<file path="src/rtl/hybrid_pkg.sv">
// -----------------------------------------------------------------------------
// hybrid_pkg
// Shared types and constants for the half-bridge jump sequencer.
//   seq_state_t : sequencer FSM state (3-bit encoding)
//   CNT_W       : width of the dead-time, dwell and jump counters
//   GATE_*      : {gate_hi, gate_lo} encodings
//   gate_of()   : gate pair driven in a given state
// -----------------------------------------------------------------------------
package hybrid_pkg;

  localparam int CNT_W = 16;

  typedef enum logic [2:0] {
    ST_IDLE       = 3'd0,
    ST_DEAD_TO_HI = 3'd1,
    ST_DEAD_TO_LO = 3'd2,
    ST_ON_HI      = 3'd3,
    ST_ON_LO      = 3'd4,
    ST_FAULT      = 3'd5
  } seq_state_t;

  // {gate_hi, gate_lo}; there is deliberately no encoding with both bits set.
  localparam logic [1:0] GATE_OFF = 2'b00;
  localparam logic [1:0] GATE_HI  = 2'b10;
  localparam logic [1:0] GATE_LO  = 2'b01;

  function automatic logic [1:0] gate_of(input seq_state_t s);
    case (s)
      ST_ON_HI: return GATE_HI;
      ST_ON_LO: return GATE_LO;
      default:  return GATE_OFF;
    endcase
  endfunction

endpackage

</file>
<file path="src/rtl/jump_arbiter.sv">
// -----------------------------------------------------------------------------
// jump_arbiter
// Combinational fixed-priority arbiter: the lowest-index active request wins.
//   req          [N] : per-requester request valid
//   sigma        [N] : per-requester desired switch state
//   grant_onehot [N] : one-hot winner (all zero when no request)
//   any_req          : at least one request present
//   target_sigma     : desired switch state of the winner (0 when none)
// -----------------------------------------------------------------------------
module jump_arbiter #(
  parameter int N = 2
) (
  input  logic [N-1:0] req,
  input  logic [N-1:0] sigma,
  output logic [N-1:0] grant_onehot,
  output logic         any_req,
  output logic         target_sigma
);

  always_comb begin
    // NOTE: every combinational output gets a default before any branch so
    // that no path leaves it unassigned, which would infer a latch.
    grant_onehot = '0;
    target_sigma = 1'b0;
    any_req      = 1'b0;
    for (int i = 0; i < N; i++) begin
      if (req[i] && !any_req) begin
        grant_onehot[i] = 1'b1;
        target_sigma    = sigma[i];
        any_req         = 1'b1;
      end
    end
  end

endmodule

</file>
<file path="src/rtl/hybrid_jump_sequencer.sv">
// -----------------------------------------------------------------------------
// hybrid_jump_sequencer
// Drives the half-bridge gate pair from arbitrated jump requests, inserting a
// dead time on every transition and holding each gate for a minimum dwell.
//   i_clk, i_reset      : clock, synchronous active-low reset
//   i_enable            : run enable; low returns to IDLE
//   i_fault             : protection fault, forces FAULT
//   i_req, i_sigma  [N] : per-requester valid and desired switch state
//   o_gate_hi/o_gate_lo : registered gate drives, never both high
//   o_sigma             : committed switch state
//   o_busy              : high in a dead-time state
//   o_grant         [N] : one-cycle one-hot pulse of the accepted requester
//   o_fault_latched     : high in FAULT
//   o_jump_count   [16] : accepted jumps, modulo 2^16
// -----------------------------------------------------------------------------
module hybrid_jump_sequencer
  import hybrid_pkg::*;
#(
  parameter int unsigned DEAD_TIME = 10,
  parameter int unsigned MIN_DWELL = 20,
  parameter int unsigned N         = 2
) (
  input  logic             i_clk,
  input  logic             i_reset,
  input  logic             i_enable,
  input  logic             i_fault,
  input  logic [N-1:0]     i_req,
  input  logic [N-1:0]     i_sigma,
  output logic             o_gate_hi,
  output logic             o_gate_lo,
  output logic             o_sigma,
  output logic             o_busy,
  output logic [N-1:0]     o_grant,
  output logic             o_fault_latched,
  output logic [CNT_W-1:0] o_jump_count
);

  localparam logic [CNT_W-1:0] DEAD_LAST = CNT_W'(DEAD_TIME - 1);
  localparam logic [CNT_W-1:0] DWELL_SAT = CNT_W'(MIN_DWELL);

  seq_state_t       state_q, state_d;
  logic [CNT_W-1:0] dead_q, dead_d;
  logic [CNT_W-1:0] dwell_q, dwell_d;
  logic [CNT_W-1:0] jump_cnt_q, jump_cnt_d;
  logic             sigma_d;
  logic [N-1:0]     grant_d;
  logic             gate_hi_d, gate_lo_d;

  logic [N-1:0]     arb_grant;
  logic             arb_any;
  logic             arb_target;
  logic             accept;

  jump_arbiter #(.N(N)) u_arbiter (
    .req          (i_req),
    .sigma        (i_sigma),
    .grant_onehot (arb_grant),
    .any_req      (arb_any),
    .target_sigma (arb_target)
  );

  always_comb begin
    state_d    = state_q;
    dead_d     = dead_q;
    dwell_d    = dwell_q;
    jump_cnt_d = jump_cnt_q;
    sigma_d    = o_sigma;
    grant_d    = '0;
    accept     = 1'b0;

    // Fault outranks enable, which outranks any request in the same cycle.
    if (i_fault) begin
      state_d = ST_FAULT;
      dead_d  = '0;
      dwell_d = '0;
    end else if (state_q == ST_FAULT) begin
      // Leaving FAULT needs the operator to drop enable as well.
      if (!i_enable) state_d = ST_IDLE;
    end else if (!i_enable) begin
      state_d = ST_IDLE;
      dead_d  = '0;
      dwell_d = '0;
    end else begin
      case (state_q)
        ST_IDLE: accept = arb_any;
        ST_DEAD_TO_HI, ST_DEAD_TO_LO: begin
          if (dead_q == DEAD_LAST) begin
            state_d = (state_q == ST_DEAD_TO_HI) ? ST_ON_HI : ST_ON_LO;
            dead_d  = '0;
            dwell_d = CNT_W'(1);
          end else begin
            dead_d = dead_q + CNT_W'(1);
          end
        end
        ST_ON_HI, ST_ON_LO: begin
          // A request for the state already held is not a jump.
          if (dwell_q == DWELL_SAT && arb_any && arb_target != o_sigma) begin
            accept = 1'b1;
          end else if (dwell_q != DWELL_SAT) begin
            dwell_d = dwell_q + CNT_W'(1);
          end
        end
        default: state_d = ST_IDLE;
      endcase
    end

    if (accept) begin
      grant_d    = arb_grant;
      jump_cnt_d = jump_cnt_q + CNT_W'(1);
      sigma_d    = arb_target;
      state_d    = arb_target ? ST_DEAD_TO_HI : ST_DEAD_TO_LO;
      dead_d     = '0;
      dwell_d    = '0;
    end

    // Gates are decoded from the next state so the pins come straight off flops.
    {gate_hi_d, gate_lo_d} = gate_of(state_d);
  end

  always_ff @(posedge i_clk) begin
    // NOTE: state registers use non-blocking assignments so every flop samples
    // pre-edge values regardless of statement order.
    if (!i_reset) begin
      state_q         <= ST_IDLE;
      dead_q          <= '0;
      dwell_q         <= '0;
      jump_cnt_q      <= '0;
      o_sigma         <= 1'b0;
      o_grant         <= '0;
      o_gate_hi       <= 1'b0;
      o_gate_lo       <= 1'b0;
      o_busy          <= 1'b0;
      o_fault_latched <= 1'b0;
    end else begin
      state_q         <= state_d;
      dead_q          <= dead_d;
      dwell_q         <= dwell_d;
      jump_cnt_q      <= jump_cnt_d;
      o_sigma         <= sigma_d;
      o_grant         <= grant_d;
      o_gate_hi       <= gate_hi_d;
      o_gate_lo       <= gate_lo_d;
      o_busy          <= (state_d == ST_DEAD_TO_HI) || (state_d == ST_DEAD_TO_LO);
      o_fault_latched <= (state_d == ST_FAULT);
    end
  end

  assign o_jump_count = jump_cnt_q;

endmodule

</file>
<file path="config.mk">
export PLATFORM = sky130hd
export DESIGN_NAME = hybrid_jump_sequencer
export DESIGN_NICKNAME = d
export VERILOG_FILES = /design/src/rtl/hybrid_pkg.sv /design/src/rtl/jump_arbiter.sv /design/src/rtl/hybrid_jump_sequencer.sv
export SDC_FILE = /design/constraint.sdc
export NUM_CORES = 1
export LEC_CHECK = 0
export ABC_AREA = 1
export CORE_AREA = 2 2 122 124
export CTS_CLUSTER_DIAMETER = 80
export DETAILED_ROUTE_END_ITERATION = 12
export DIE_AREA = 0 0 124 126
export PLACE_DENSITY = 0.37
export SYNTH_ARGS = -nofsm -noshare
export SYNTH_HDL_FRONTEND = slang
export SYNTH_SLANG_ARGS = --single-unit
</file>
<file path="constraint.sdc">
create_clock -name i_clk -period 5.3 [get_ports i_clk]
set_clock_uncertainty 0.2 [all_clocks]
set_input_delay 0.795 -clock i_clk [delete_from_list [all_inputs] [get_ports i_clk]]
set_output_delay 0.795 -clock i_clk [all_outputs]
set_load 0.005 [all_outputs]
</file>
==> metrics.cfg <==
[run_status]
outcome=completed

[worst_setup_path]
arrival_ns=2.94
worstSetupPathType=in -> reg
cp_max_fo=22
crit_chain=clkdlybuf4s50_1, buf_4, inv_1, o21ai_2, inv_2, nand3_1, xor2_1, nor3_2
max_stage_delay_ns=0.64
crit_required_ns=5.30
worstRegToRegCells=13
cp-start-kind=input port
end_kind=flop
crit_slowest_cell=o21ai_2

[route]
drtPass1Iterations=4
drc=0
routed_wl_um=9350
via_count=3295
drt_iter0_drc=222
antenna_left=0
via_per_inst=4.48
wire_per_inst_um=12.7

[logic_synthesis]
synth_flop_cell=dfxtp_1
synthDistinctLibCells=34
async_flop_share=0
yosys_warnings=0
avgSynthCellArea_um2=6.74
synth_cells=518
synth_seq_cells=58
syn_area_mm2=0.00349
synth_edf_count=0
synth.net_count=531
seq_area_frac_synth=0.333

[global_routing]
grt_busiest_layer=met1
gr-usage-met2=0.182
use_met3=0.0281
antenna_found_initial=0
gr-usage-all-layers=0.128
grt_pass1_wl_um=15600
grt_pass1_vias=3062
grt_max_degree=33
grt_overflow=0
grt_use_met1=0.183

[die]
initial_core_util=0.244
io_pins=31
core_mm2=0.0143
dieHeight_um=126
die_w_um=124
dieArea_mm2=0.0156
rows=44

[timing]
min_period_over_period=0.554
fin_crit_ns=2.93
hold_violations=0
tightestPinTransition_ns=0.746
slew-limit-headroom=0.503
slew_violations=0
clock.fmax_mhz=341
rsz0062_at_grt=false
fin_tns_setup_ns=0
finalSetupViolCount=0

[clock_tree]
cts_tree=built
holdBufCountCts=0
post_cts_buffers=0
cts_resized=0
clkTransAtPathRegs_ns=0.06
cts_buffers=9
clock_path_buffers=2
htreeDepth=3
root_buffer=clkbuf_16
insertion_delay_ns=0.33
clock-sinks=58

[layout]
area_delta_synth_final_pct=21.8
antenna_cells=0
nets=560
drive_above_1_share=0.125
fill_cells=1581

[placed_design]
port_buffers=30
dp_hpwl_um=6690
gp_congestion=0.783

[flow_run]
maxCapViolations=0

[hold_path]
hold_depth=2
hp-class=reg -> reg

[power]
p_per_area_mw_per_mm2=272
p_leak_nw=1.49
irDropWorstVdd_uv=147
total_power_mw=1.16

[stage by stage]
stage	util	instance area [µm²]	setup WS, ns	hold slack, ns	std cells
floorplan	-	3490	3.14	0.262	518
global placement	0.275	3930	2.08	0.271	720
detailed placement	0.275	3930	2.00	0.286	720
CTS	0.297	4250	2.35	0.296	736
global route	0.297	4250	2.13	0.319	736
finish	0.297	4250	2.37	0.285	736
[cell families (layout without fill, tap and decap cells)]
group / Yosys count / count (layout) / share of synthesized area
buffers and inverters: 73 / 107 / 0.0939
adder cells (fa/ha/maj): 5 / 5 / 0.0179
XOR/XNOR: 15 / 15 / 0.0376
flip-flops: 58 / 58 / 0.333
AND/OR/NAND/NOR: 309 / 309 / 0.407
AO/OA/AOI/OAI: 58 / 58 / 0.111
[routing by layer]
| metal | vias to the layer above | routed length [µm] |
|---|---|---|
| li1 | 1747 | - |
| met1 | 1494 | 4910 |
| met5 | - | 0 |
| met3 | 10 | 279 |
| met2 | 44 | 4010 |
| met4 | 0 | 150 |
[state kept, by name, summed over array words and instances (netlist names)]
| signal | flops |
|---|---|
| o_gate_lo | 1 |
| o_gate_hi | 1 |
| dwell_q | 16 |
| o_sigma | 1 |
| dead_q | 16 |
| state_q | 3 |
| o_grant | 2 |
| o_jump_count | 16 |
| o_busy | 1 |
| o_fault_latched | 1 |
[power by group]
part           internal [mW]  switching (mW)  total, mW  leakage, nW
Clock                  0.410           0.215      0.625        0.151
Sequential             0.441         0.00445      0.446        0.468
Combinational         0.0248          0.0617     0.0865        0.874
Total                  0.876           0.281       1.16         1.49
[area by class of cell]
| cell class | count | area (µm²) | share of cell area |
|---|---|---|---|
| inverter | 60 | 233 | 0.0547 |
| clock buffer | 9 | 225 | 0.0530 |
| multi-input combinational | 387 | 2000 | 0.471 |
| sequential | 58 | 1160 | 0.273 |
| tap | 184 | 230 | 0.0541 |
| timing repair buffer | 31 | 308 | 0.0724 |
| clock inverter | 7 | 93.8 | 0.0221 |
[critical path: cells and delay by family]
kind | cells | cell delay [ns]
buffers and inverters | 4 | 1.10
AO/OA/AOI/OAI | 1 | 0.64
AND/OR/NAND/NOR | 2 | 0.19
XOR/XNOR | 1 | 0.19
[cell usage after synthesis, types with 3 or more instances]
| cell type | count | area, µm² |
|---|---|---|
| inv_1 | 53 | 199 |
| a21oi_2 | 20 | 175 |
| or2_2 | 6 | 37.5 |
| nor2_1 | 56 | 210 |
| inv_2 | 5 | 18.8 |
| a21oi_1 | 17 | 85.1 |
| nor3_2 | 7 | 70.1 |
| nand2_1 | 149 | 559 |
| nor3_1 | 17 | 85.1 |
| nand2_4 | 3 | 33.8 |
| o21ai_0 | 15 | 75.1 |
| xnor2_1 | 6 | 52.6 |
| dfxtp_1 | 58 | 1160 |
| buf_6 | 5 | 56.3 |
| xor2_1 | 9 | 78.8 |
| ha_1 | 5 | 62.6 |
| nand3_1 | 29 | 145 |
| nand4_1 | 31 | 194 |
| clkbuf_1 | 5 | 18.8 |
[placed cells by master (no fill, tap or decap), types with 2 or more instances in the layout]
| master | Yosys | final |
|---|---|---|
| nand3_1 | 29 | 29 |
| nand3_2 | 2 | 2 |
| o21ai_0 | 15 | 15 |
| or2_2 | 6 | 6 |
| o22ai_1 | 2 | 2 |
| nand2_1 | 149 | 149 |
| clkinvlp_4 | 0 | 2 |
| nor2_1 | 56 | 56 |
| clkdlybuf4s50_1 | 0 | 30 |
| inv_2 | 5 | 5 |
| a21oi_1 | 17 | 17 |
| nor3_2 | 7 | 7 |
| nand2_4 | 3 | 3 |
| bufinv_16 | 0 | 2 |
| a21oi_2 | 20 | 20 |
| dfxtp_1 | 58 | 58 |
| nand2_2 | 2 | 2 |
| clkinv_2 | 0 | 2 |
| xnor2_1 | 6 | 6 |
| inv_1 | 53 | 53 |
| clkbuf_16 | 0 | 9 |
| nor2_2 | 2 | 2 |
| nor3_1 | 17 | 17 |
| nand4_1 | 31 | 31 |
| ha_1 | 5 | 5 |
| xor2_1 | 9 | 9 |
| nor4_1 | 2 | 2 |
| nor3b_1 | 2 | 2 |
[final timing paths]
check / to / from / slack [ns]
worst max-delay path: dead_q[6] / i_enable / 2.37
worst min-delay path: o_jump_count[4] / o_jump_count[4] / 0.29
worst max register to register: dead_q[5] / dwell_q[0] / 2.90
worst min register to register: o_jump_count[4] / o_jump_count[4] / 0.29
(Power assumes the default switching activity.)
